## src/rtl/id_pipe_stage_if.sv

```systemverilog
// ---------------------------------------------------------------------------
// id_pipe_stage_if
//
// Bundles every handshake and data signal of the registered ID stage so the
// stage, its IF-side producer and its EX-side consumer share one definition.
//
// Parameters
//   DATA_W : operand/data width
//   PC_W   : program-counter width
//   EXE_W  : width of the pass-through EXE command
//   CNT_W  : width of the hazard-stall counter
//
// Signal groups
//   IF -> ID   : in_valid, instr, pc_in, rdata1, rdata2, c_* control bits
//   ID -> IF   : in_ready, src2_addr, br_taken, br_target
//   ID -> EX   : out_valid, out_val1/2, out_st_val, out_src1, out_src2_fw,
//                out_dest, out_exe, out_wb_en, out_mem_r, out_mem_w
//   EX -> ID   : out_ready
//   status     : stall_cycles
//
// Modports
//   master : the environment around the stage (IF, controller, RF, EX)
//   slave  : the ID stage itself
// ---------------------------------------------------------------------------
interface id_pipe_stage_if #(
    parameter int DATA_W = 32,
    parameter int PC_W   = 32,
    parameter int EXE_W  = 4,
    parameter int CNT_W  = 16
);
    // Upstream handshake and instruction payload
    logic              in_valid;
    logic              in_ready;
    logic [31:0]       instr;
    logic [PC_W-1:0]   pc_in;
    logic [DATA_W-1:0] rdata1;
    logic [DATA_W-1:0] rdata2;

    // Controller decode bits
    logic              c_is_imm;
    logic              c_st_or_bne;
    logic              c_wb_en;
    logic              c_mem_r;
    logic              c_mem_w;
    logic [1:0]        c_br;
    logic [EXE_W-1:0]  c_exe;

    // Combinational answers back to IF / register file
    logic [4:0]        src2_addr;
    logic              br_taken;
    logic [PC_W-1:0]   br_target;

    // ID/EX register contents and downstream handshake
    logic              out_valid;
    logic              out_ready;
    logic [DATA_W-1:0] out_val1;
    logic [DATA_W-1:0] out_val2;
    logic [DATA_W-1:0] out_st_val;
    logic [4:0]        out_src1;
    logic [4:0]        out_src2_fw;
    logic [4:0]        out_dest;
    logic [EXE_W-1:0]  out_exe;
    logic              out_wb_en;
    logic              out_mem_r;
    logic              out_mem_w;

    // Status
    logic [CNT_W-1:0]  stall_cycles;

    modport master (
        output in_valid, instr, pc_in, rdata1, rdata2,
               c_is_imm, c_st_or_bne, c_wb_en, c_mem_r, c_mem_w, c_br, c_exe,
               out_ready,
        input  in_ready, src2_addr, br_taken, br_target,
               out_valid, out_val1, out_val2, out_st_val,
               out_src1, out_src2_fw, out_dest, out_exe,
               out_wb_en, out_mem_r, out_mem_w,
               stall_cycles
    );

    modport slave (
        input  in_valid, instr, pc_in, rdata1, rdata2,
               c_is_imm, c_st_or_bne, c_wb_en, c_mem_r, c_mem_w, c_br, c_exe,
               out_ready,
        output in_ready, src2_addr, br_taken, br_target,
               out_valid, out_val1, out_val2, out_st_val,
               out_src1, out_src2_fw, out_dest, out_exe,
               out_wb_en, out_mem_r, out_mem_w,
               stall_cycles
    );
endinterface

```

## src/rtl/id_pipe_stage.sv

```systemverilog
// ---------------------------------------------------------------------------
// id_pipe_stage
//
// Registered instruction-decode stage between IF and EX. It builds the EX
// operands from the register-file data and controller bits, resolves
// branches in ID, tracks the destinations of the last HIST_DEPTH issue slots
// to detect RAW hazards, inserts bubbles when a hazard is present and holds
// the result in an ID/EX register guarded by a valid/ready handshake.
//
// Parameters
//   DATA_W     : operand/data width (>= 16)
//   PC_W       : program-counter width (>= 16)
//   EXE_W      : width of the pass-through EXE command
//   HIST_DEPTH : number of issued destinations tracked for hazards (>= 1)
//   CNT_W      : width of the saturating stall-cycle counter
//
// Ports
//   clk : clock, all state on the rising edge
//   rst : asynchronous active-high reset
//   bus : id_pipe_stage_if.slave carrying the IF-side handshake and payload,
//         the controller bits, the combinational branch/src2 answers, the
//         ID/EX register outputs with their handshake and stall_cycles
//
// Configuration macro
//   IDPIPE_FWD_EN : when defined, EX is assumed to forward ALU results, so
//                   only a load in ID/EX feeding the next instruction stalls.
//                   When undefined, any match in the history stalls.
//                   Branch operands are never forwarded in either build.
// ---------------------------------------------------------------------------
module id_pipe_stage #(
    parameter int DATA_W     = 32,
    parameter int PC_W       = 32,
    parameter int EXE_W      = 4,
    parameter int HIST_DEPTH = 3,
    parameter int CNT_W      = 16
) (
    input logic            clk,
    input logic            rst,
    id_pipe_stage_if.slave bus
);

    typedef enum logic [1:0] {
        BR_NONE = 2'd0,
        BR_EQ   = 2'd1,
        BR_NE   = 2'd2,
        BR_JMP  = 2'd3
    } br_kind_e;

    // Everything the ID/EX register carries besides its valid bit
    typedef struct packed {
        logic [DATA_W-1:0] val1;
        logic [DATA_W-1:0] val2;
        logic [DATA_W-1:0] stVal;
        logic [4:0]        src1;
        logic [4:0]        src2Fw;
        logic [4:0]        dest;
        logic [EXE_W-1:0]  exe;
        logic              wbEn;
        logic              memR;
        logic              memW;
    } idex_t;

    // ------------------------------------------------------------------
    // Instruction field decode
    // ------------------------------------------------------------------
    logic [4:0]        rsAddr;
    logic [4:0]        rtAddr;
    logic [4:0]        rdAddr;
    logic [15:0]       imm;
    logic [4:0]        src2Addr;
    logic [4:0]        destAddr;
    logic              destWrites;
    logic              useSrc2;
    logic [DATA_W-1:0] immData;
    logic [PC_W-1:0]   immPc;
    br_kind_e          brKind;
    logic              isCondBr;
    logic              unusedOpcode;

    assign rsAddr   = bus.instr[25:21];
    assign rtAddr   = bus.instr[20:16];
    assign rdAddr   = bus.instr[15:11];
    assign imm      = bus.instr[15:0];

    // The opcode field is decoded by the controller, not here
    assign unusedOpcode = ^bus.instr[31:26];

    // Stores and BNE read their second operand from the rd field
    assign src2Addr = bus.c_st_or_bne ? rdAddr : rtAddr;
    assign destAddr = bus.c_is_imm ? rtAddr : rdAddr;

    // Writes to r0 are architecturally discarded, so they never create hazards
    assign destWrites = bus.c_wb_en && (destAddr != 5'd0);

    // The second source is live for register-register ops and for stores/BNE
    assign useSrc2  = !bus.c_is_imm || bus.c_st_or_bne;

    assign immData  = DATA_W'($signed(imm));
    assign immPc    = PC_W'($signed(imm));

    assign brKind   = br_kind_e'(bus.c_br);
    assign isCondBr = (brKind == BR_EQ) || (brKind == BR_NE);

    assign bus.src2_addr = src2Addr;

    // ------------------------------------------------------------------
    // State
    // ------------------------------------------------------------------
    logic                        outValid_q, outValid_d;
    idex_t                       idex_q, idex_d;
    logic [HIST_DEPTH-1:0]       histValid_q, histValid_d;
    logic [HIST_DEPTH-1:0][4:0]  histDest_q, histDest_d;
    logic [HIST_DEPTH-1:0]       histLoad_q, histLoad_d;
    logic [CNT_W-1:0]            stall_q, stall_d;
    logic                        unusedHistLoad;

    // Only entry 0's load flag matters in the forwarding build, and none of
    // them in the non-forwarding build; the rest are kept for debug visibility.
    assign unusedHistLoad = ^histLoad_q;

    // ------------------------------------------------------------------
    // Hazard detection against the in-flight history
    // ------------------------------------------------------------------
    logic [HIST_DEPTH-1:0] histMatch;
    logic                  matchAny;
    logic                  loadUse;
    logic                  dataHazard;
    logic                  hazard;

    // Each entry only becomes valid for a real (non-r0) write, so a valid
    // entry whose destination equals a live source is a RAW dependency.
    always_comb begin
        histMatch = '0;
        for (int i = 0; i < HIST_DEPTH; i++) begin
            histMatch[i] = histValid_q[i] &&
                           (((rsAddr != 5'd0) && (histDest_q[i] == rsAddr)) ||
                            (useSrc2 && (src2Addr != 5'd0) &&
                             (histDest_q[i] == src2Addr)));
        end
    end

    assign matchAny = |histMatch;
    assign loadUse  = histMatch[0] && histLoad_q[0];

`ifdef IDPIPE_FWD_EN
    assign dataHazard = loadUse;
`else
    assign dataHazard = matchAny;
`endif

    // Branches compare in ID, so their operands must already be in the RF
    assign hazard = bus.in_valid && (isCondBr ? matchAny : dataHazard);

    // ------------------------------------------------------------------
    // Handshake
    // ------------------------------------------------------------------
    logic adv;
    logic accept;
    logic stallEvent;

    // The ID/EX slot can take something new when it is empty or being drained
    assign adv        = !outValid_q || bus.out_ready;
    assign bus.in_ready = adv && !hazard;
    assign accept     = bus.in_valid && adv && !hazard;
    assign stallEvent = adv && hazard;

    // ------------------------------------------------------------------
    // Branch resolution
    // ------------------------------------------------------------------
    logic brCond;

    always_comb begin
        brCond = 1'b0;
        unique case (brKind)
            BR_EQ:   brCond = (bus.rdata1 == bus.rdata2);
            BR_NE:   brCond = (bus.rdata1 != bus.rdata2);
            BR_JMP:  brCond = 1'b1;
            default: brCond = 1'b0;
        endcase
    end

    assign bus.br_taken  = accept && brCond;
    assign bus.br_target = bus.pc_in + PC_W'(1) + immPc;

    // ------------------------------------------------------------------
    // Next-state for the ID/EX register
    // ------------------------------------------------------------------
    idex_t newIdex;

    always_comb begin
        newIdex        = '0;
        newIdex.val1   = bus.rdata1;
        newIdex.val2   = bus.c_is_imm ? immData : bus.rdata2;
        newIdex.stVal  = bus.rdata2;
        newIdex.src1   = rsAddr;
        newIdex.src2Fw = bus.c_is_imm ? 5'd0 : rtAddr;
        newIdex.dest   = destAddr;
        newIdex.exe    = bus.c_exe;
        newIdex.wbEn   = bus.c_wb_en;
        newIdex.memR   = bus.c_mem_r;
        newIdex.memW   = bus.c_mem_w;
    end

    // A bubble only clears the valid bit; the payload is held so it does not
    // toggle needlessly while EX ignores it.
    always_comb begin
        outValid_d = outValid_q;
        idex_d     = idex_q;
        if (adv) begin
            outValid_d = accept;
            if (accept) begin
                idex_d = newIdex;
            end
        end
    end

    // ------------------------------------------------------------------
    // Next-state for the hazard history
    // ------------------------------------------------------------------
    // Entry 0 tracks the ID/EX register, so the history moves exactly when
    // ID/EX does; a bubble shifts in an invalid entry.
    always_comb begin
        histValid_d = histValid_q;
        histDest_d  = histDest_q;
        histLoad_d  = histLoad_q;
        if (adv) begin
            for (int i = HIST_DEPTH - 1; i >= 1; i--) begin
                histValid_d[i] = histValid_q[i-1];
                histDest_d[i]  = histDest_q[i-1];
                histLoad_d[i]  = histLoad_q[i-1];
            end
            histValid_d[0] = accept && destWrites;
            histDest_d[0]  = accept ? destAddr : 5'd0;
            histLoad_d[0]  = accept && bus.c_mem_r;
        end
    end

    // ------------------------------------------------------------------
    // Next-state for the stall counter
    // ------------------------------------------------------------------
    // Only cycles where a bubble is actually inserted are counted; cycles
    // frozen by back-pressure are not hazard stalls.
    always_comb begin
        stall_d = stall_q;
        if (stallEvent && (stall_q != {CNT_W{1'b1}})) begin
            stall_d = stall_q + CNT_W'(1);
        end
    end

    // ------------------------------------------------------------------
    // State registers
    // ------------------------------------------------------------------
    always_ff @(posedge clk or posedge rst) begin
        if (rst) begin
            outValid_q  <= 1'b0;
            idex_q      <= '0;
            histValid_q <= '0;
            histDest_q  <= '0;
            histLoad_q  <= '0;
            stall_q     <= '0;
        end else begin
            outValid_q  <= outValid_d;
            idex_q      <= idex_d;
            histValid_q <= histValid_d;
            histDest_q  <= histDest_d;
            histLoad_q  <= histLoad_d;
            stall_q     <= stall_d;
        end
    end

    // ------------------------------------------------------------------
    // Outputs
    // ------------------------------------------------------------------
    assign bus.out_valid    = outValid_q;
    assign bus.out_val1     = idex_q.val1;
    assign bus.out_val2     = idex_q.val2;
    assign bus.out_st_val   = idex_q.stVal;
    assign bus.out_src1     = idex_q.src1;
    assign bus.out_src2_fw  = idex_q.src2Fw;
    assign bus.out_dest     = idex_q.dest;
    assign bus.out_exe      = idex_q.exe;
    assign bus.out_wb_en    = idex_q.wbEn;
    assign bus.out_mem_r    = idex_q.memR;
    assign bus.out_mem_w    = idex_q.memW;
    assign bus.stall_cycles = stall_q;

endmodule

```

## src/flat_wrapper.sv

```systemverilog
// flat-port wrapper written by rule: the top's interface ports become plain ports
module id_pipe_stage_flat 
#(
    parameter int DATA_W     = 32,
    parameter int PC_W       = 32,
    parameter int EXE_W      = 4,
    parameter int HIST_DEPTH = 3,
    parameter int CNT_W      = 16
)
  (clk, rst, bus_in_valid, bus_instr, bus_pc_in, bus_rdata1, bus_rdata2, bus_c_is_imm, bus_c_st_or_bne, bus_c_wb_en, bus_c_mem_r, bus_c_mem_w, bus_c_br, bus_c_exe, bus_out_ready, bus_in_ready, bus_src2_addr, bus_br_taken, bus_br_target, bus_out_valid, bus_out_val1, bus_out_val2, bus_out_st_val, bus_out_src1, bus_out_src2_fw, bus_out_dest, bus_out_exe, bus_out_wb_en, bus_out_mem_r, bus_out_mem_w, bus_stall_cycles);
  id_pipe_stage_if #(.DATA_W(DATA_W), .PC_W(PC_W), .EXE_W(EXE_W), .CNT_W(CNT_W)) bus_i ();
  input logic clk;
  input logic rst;
  input wire logic [$bits(bus_i.in_valid)-1:0] bus_in_valid;
  input wire logic [$bits(bus_i.instr)-1:0] bus_instr;
  input wire logic [$bits(bus_i.pc_in)-1:0] bus_pc_in;
  input wire logic [$bits(bus_i.rdata1)-1:0] bus_rdata1;
  input wire logic [$bits(bus_i.rdata2)-1:0] bus_rdata2;
  input wire logic [$bits(bus_i.c_is_imm)-1:0] bus_c_is_imm;
  input wire logic [$bits(bus_i.c_st_or_bne)-1:0] bus_c_st_or_bne;
  input wire logic [$bits(bus_i.c_wb_en)-1:0] bus_c_wb_en;
  input wire logic [$bits(bus_i.c_mem_r)-1:0] bus_c_mem_r;
  input wire logic [$bits(bus_i.c_mem_w)-1:0] bus_c_mem_w;
  input wire logic [$bits(bus_i.c_br)-1:0] bus_c_br;
  input wire logic [$bits(bus_i.c_exe)-1:0] bus_c_exe;
  input wire logic [$bits(bus_i.out_ready)-1:0] bus_out_ready;
  output wire logic [$bits(bus_i.in_ready)-1:0] bus_in_ready;
  output wire logic [$bits(bus_i.src2_addr)-1:0] bus_src2_addr;
  output wire logic [$bits(bus_i.br_taken)-1:0] bus_br_taken;
  output wire logic [$bits(bus_i.br_target)-1:0] bus_br_target;
  output wire logic [$bits(bus_i.out_valid)-1:0] bus_out_valid;
  output wire logic [$bits(bus_i.out_val1)-1:0] bus_out_val1;
  output wire logic [$bits(bus_i.out_val2)-1:0] bus_out_val2;
  output wire logic [$bits(bus_i.out_st_val)-1:0] bus_out_st_val;
  output wire logic [$bits(bus_i.out_src1)-1:0] bus_out_src1;
  output wire logic [$bits(bus_i.out_src2_fw)-1:0] bus_out_src2_fw;
  output wire logic [$bits(bus_i.out_dest)-1:0] bus_out_dest;
  output wire logic [$bits(bus_i.out_exe)-1:0] bus_out_exe;
  output wire logic [$bits(bus_i.out_wb_en)-1:0] bus_out_wb_en;
  output wire logic [$bits(bus_i.out_mem_r)-1:0] bus_out_mem_r;
  output wire logic [$bits(bus_i.out_mem_w)-1:0] bus_out_mem_w;
  output wire logic [$bits(bus_i.stall_cycles)-1:0] bus_stall_cycles;
  assign bus_i.in_valid = bus_in_valid;
  assign bus_i.instr = bus_instr;
  assign bus_i.pc_in = bus_pc_in;
  assign bus_i.rdata1 = bus_rdata1;
  assign bus_i.rdata2 = bus_rdata2;
  assign bus_i.c_is_imm = bus_c_is_imm;
  assign bus_i.c_st_or_bne = bus_c_st_or_bne;
  assign bus_i.c_wb_en = bus_c_wb_en;
  assign bus_i.c_mem_r = bus_c_mem_r;
  assign bus_i.c_mem_w = bus_c_mem_w;
  assign bus_i.c_br = bus_c_br;
  assign bus_i.c_exe = bus_c_exe;
  assign bus_i.out_ready = bus_out_ready;
  assign bus_in_ready = bus_i.in_ready;
  assign bus_src2_addr = bus_i.src2_addr;
  assign bus_br_taken = bus_i.br_taken;
  assign bus_br_target = bus_i.br_target;
  assign bus_out_valid = bus_i.out_valid;
  assign bus_out_val1 = bus_i.out_val1;
  assign bus_out_val2 = bus_i.out_val2;
  assign bus_out_st_val = bus_i.out_st_val;
  assign bus_out_src1 = bus_i.out_src1;
  assign bus_out_src2_fw = bus_i.out_src2_fw;
  assign bus_out_dest = bus_i.out_dest;
  assign bus_out_exe = bus_i.out_exe;
  assign bus_out_wb_en = bus_i.out_wb_en;
  assign bus_out_mem_r = bus_i.out_mem_r;
  assign bus_out_mem_w = bus_i.out_mem_w;
  assign bus_stall_cycles = bus_i.stall_cycles;
  id_pipe_stage #(.DATA_W(DATA_W), .PC_W(PC_W), .EXE_W(EXE_W), .HIST_DEPTH(HIST_DEPTH), .CNT_W(CNT_W)) u_core (.clk(clk), .rst(rst), .bus(bus_i));
endmodule
```

## config.mk

```make
export PLATFORM = sky130hd
export DESIGN_NAME = id_pipe_stage_flat
export DESIGN_NICKNAME = d
export VERILOG_FILES = /design/src/rtl/id_pipe_stage_if.sv /design/src/rtl/id_pipe_stage.sv /design/src/flat_wrapper.sv
export SDC_FILE = /design/constraint.sdc
export NUM_CORES = 1
export LEC_CHECK = 0
export ABC_AREA = 1
export BUFFER_PORTS_ARGS = -buffer_cell sky130_fd_sc_hd__buf_2
export CAP_MARGIN = 10
export CORE_MARGIN = 8
export CORE_UTILIZATION = 45
export DETAILED_ROUTE_END_ITERATION = 10
export HOLD_SLACK_MARGIN = 0.05
export PLACE_DENSITY_LB_ADDON = 0.3
export SKIP_CTS_REPAIR_TIMING = 1
export SYNTH_ARGS = -nofsm -noshare
export SYNTH_HDL_FRONTEND = slang
export SYNTH_SLANG_ARGS = --single-unit
```

## constraint.sdc

```tcl
create_clock -name clk -period 14 [get_ports clk]
set_clock_uncertainty 0.2 [all_clocks]
set_input_delay 2.8 -clock clk [delete_from_list [all_inputs] [get_ports clk]]
set_output_delay 2.8 -clock clk [all_outputs]
set_load 0.01 [all_outputs]
```

==> summary.md <==
| Metric | Value |
|---|---|
| Pre-CTS WS | `5.92 ns` |
| Clock Root Buffer | `clkbuf_16` |
| Largest net degree at the start of global routing | `just over 100` |
| DR WL met3 | `2660 µm` |
| RSZ-0062 raised after global routing | `no` |
| Synth Area in Compound Gates | `6.96%` |
| Num CTS Buffers | `17` |
| R2R cell count | `13` |
| Crit path kind | `input pin to output port` |
| Setup Viol. Count Final | `0` |
| Drt pass-1 iters | `5` |
| Yosys top cell by area | `dfrtp_1` |
| Mapped Area | `a little under 10,000 µm²` |
| Slew headroom | `37.9%` |
| Port-buffer cells | `310` |
| Core area | `21,100 µm²` |
| GRT overflow | `0` |
| Post-layout util | `56.8%` |
| Post-synthesis mux area share | `0.579%` |
| Worst slew pin tran | `0.931 ns` |
| Initial DRC count | `~750` |
| Commonest cells in the netlist | `nand2_1 (494), nand3_1 (175), dfrtp_1 (153)` |
| Clock tree buffer depth | `2` |
| N_diodes | `0` |
| Main combinational cell family by area after synthesis | `simple AND/OR/NAND/NOR gates` |
| Max Cap Violations | `0` |
| Clock latency on the worst-skew pair | `0.42 ns` |
| Prevailing post-synth register cell | `dfrtp_1` |
| Row count | `53` |
| CTS H-tree lvls | `4` |
| Syn_nets | `1,525` |
| Routed len/inst | `17.5 µm` |
| Sink Count | `153` |
| Minimum clock period | `8.11 ns` |
| Placed instance area | `between 10,000 and 15,000 µm²` |
| Number of global-route vias before repair | `9,845` |
| Total GRT Usage | `24.7%` |
| Initial antenna violation count | `3` |
| Area share of the largest cell type after synthesis | `39.4%` |
| Count leader, synth | `nand2_1` |
| Initial Util | `46.1%` |
| Residual DRC count | `0` |
| Synthesized-area fraction occupied by adder cells | `roughly 4.3%` |
| Flops & latches, synth | `153` |
| Design Area, Final | `12,000 µm²` |
| Via density | `5.16` |
| First-pass GRT wire length | `52,400 µm` |
| Placer Congestion | `slightly above 1` |
| Ys async rst share | `100%` |
| CTS tree | `yes` |
| Status | `finished clean` |
| Arrival @ worst endpoint | `approximately 5.1 ns` |
| Cells after synthesis | `1,349` |
| Hold Path Origin | `u_core.bus.out_st_val[4]` |
| Share of cells above drive strength 1 | `about 23%` |
| Area growth syn-to-layout | `23.1%` |
| Final nets | `1,806` |
| Post-synthesis simple-gate area fraction | `around a third` |
| Final wirelength | `33,500 µm` |
| R2r setup slk | `10.81 ns` |
| Placed cells | `approximately 1,900` |
| Post-synth EDFFs | `0` |
| Ys Warns | `0` |
| Unique masters post-synth | `37` |
| Synth top area cells | `dfrtp_1 (39%), nand2_1 (19%), nand3_1 (9.0%)` |
| Die height | `between 150 and 200 µm` |
| RR Startpoint | `u_core.histDest_q[9]` |
| Fmax | `0.123 GHz` |
| Top Layer Used | `met5` |
| Post-Synth XOR/XNOR Area | `under 10%` |
| Data required, critical path | `11.00 ns` |
| Via count of the routed design | `9,906` |
| CP Max Fanout | `4` |
| Die width | `163 µm` |
| Reg2reg end | `u_core.bus.out_val2[19]` |
| Hold WC Path Type | `flip-flop to flip-flop` |
| Final Hold Fails | `0` |
| I/O pins | `about 320` |
| Hold Path Depth | `2` |
| Die Footprint | `26,600 µm²` |
| Hold Path End | `u_core.bus.out_st_val[4]` |
| VDD IR-drop max | `0.0000793 V` |
| Crit. End Element | `output port` |
| Final Non-Filler Cells | `1,918` |
| Setup slack after layout | `5.89 ns` |
| CP startpoint kind | `input pin` |
| CTS clk-pin slew, worst paths | `0.06 ns` |
| Sequential fraction of the synthesis area | `between 30% and 40%` |
| Met2 wire len | `15,900 µm` |
| Final max-slew violation count | `0` |
| Static leakage | `0.00674 µW` |
| Setup_tns | `0 ns` |
| Detailed placement HPWL | `25,300 µm` |
| Antenna-violating nets left | `0` |
| Power per cell area | `127 nW/µm²` |
| Syn Area/Cell | `7.21 µm²` |
| Met1 Wirelength | `14,000 µm` |
| Post-route clock period utilization | `between 50 and 60%` |
where the power goes:
part	internal [µW]	switching, µW	total (µW)
logic	166	287	454
clock network	289	211	500
registers	518	47.6	565
area by class of cell:
cell class / instances / area [µm²]
clock buffer: 17 / 425
clock inverter: 15 / 203
fill: 2063 / 9110
timing repair buffer: 319 / 1620
inverter: 115 / 437
multi-input combinational: 1024 / 5120
sequential: 153 / 3830
tap: 275 / 344
logic make-up after synthesis:
family / Yosys count
flip-flops: 153
multiplexers: 5
AND/OR/NAND/NOR: 793
adder cells (fa/ha/maj): 33
AO/OA/AOI/OAI: 122
XOR/XNOR: 71
buffers and inverters: 172
routing by layer:
layer / vias to the layer above / track usage, %
met2: 387 / 41.4
met1: 4554 / 30.5
met5: - / 0
met3: 62 / 6.52
met4: 6 / 8.38
li1: 4897 / -
metrics by stage:
stage	total power, µW	hold slack [ns]
4_1_cts	1530	0.276
2_1_floorplan	835	0.269
3_5_place_dp	1030	0.259
6_report	1520	0.271
3_3_place_gp	1020	0.256
5_1_grt	1600	0.288
how the worst max path moves through the flow:
stage	start	endpoint	slack [ns]	cells past startpoint
2_1_floorplan	bus_pc_in[0]	bus_br_target[22]	6.60	10
6_report	bus_instr[0]	bus_br_target[30]	5.89	13
4_1_cts	bus_instr[0]	bus_br_target[30]	5.91	13
3_5_place_dp	bus_instr[0]	bus_br_target[30]	5.92	13
5_1_grt	bus_instr[0]	bus_br_target[22]	5.79	12
3_3_place_gp	bus_instr[0]	bus_br_target[30]	5.90	13
state kept, by name, indices dropped and copies added, names as in the netlist:
name                     cells
u_core.bus.out_dest          5
u_core.histValid_q           3
u_core.bus.out_mem_r         1
u_core.bus.stall_cycles     16
u_core.bus.out_mem_w         1
u_core.histDest_q           15
u_core.bus.out_exe           4
u_core.bus.out_val1         32
u_core.bus.out_val2         32
u_core.bus.out_src2_fw       5
u_core.bus.out_valid         1
u_core.bus.out_st_val       32
u_core.bus.out_wb_en         1
u_core.bus.out_src1          5
placed cells by master (no fill, tap or decap), types with 2 or more instances in the layout:
cell type and instances:
nand3b_1 4, o21bai_1 6, a21oi_1 37, inv_1 112, nor4_1 4, nand3_1 175, nand4_1 17, inv_6 5
o21ai_0 58, mux2_2 5, nor2_4 2, a21o_1 3, nand2_2 5, ha_1 32, buf_2 310, nand2_1 494
a31oi_1 4, bufinv_16 3, o221ai_1 2, dfrtp_1 153, or2_2 12, o21a_1 5, xnor2_1 21, inv_8 5
nor3_1 12, xor2_1 50, nor2_1 67, clkbuf_16 17, buf_4 9, a21boi_0 3
critical path: stages:
cell     delay [ns]
buf_2          0.11
inv_1          0.05
ha_1           0.17
inv_1          0.08
fa_1           0.21
nand3_1        0.09
nand2_1        0.16
a21oi_1        0.14
o21ai_0        0.65
nand3_1        0.14
nand2_1        0.12
xor2_1         0.21
buf_2          0.17
Note: power is estimated with default switching activity, not from simulation.
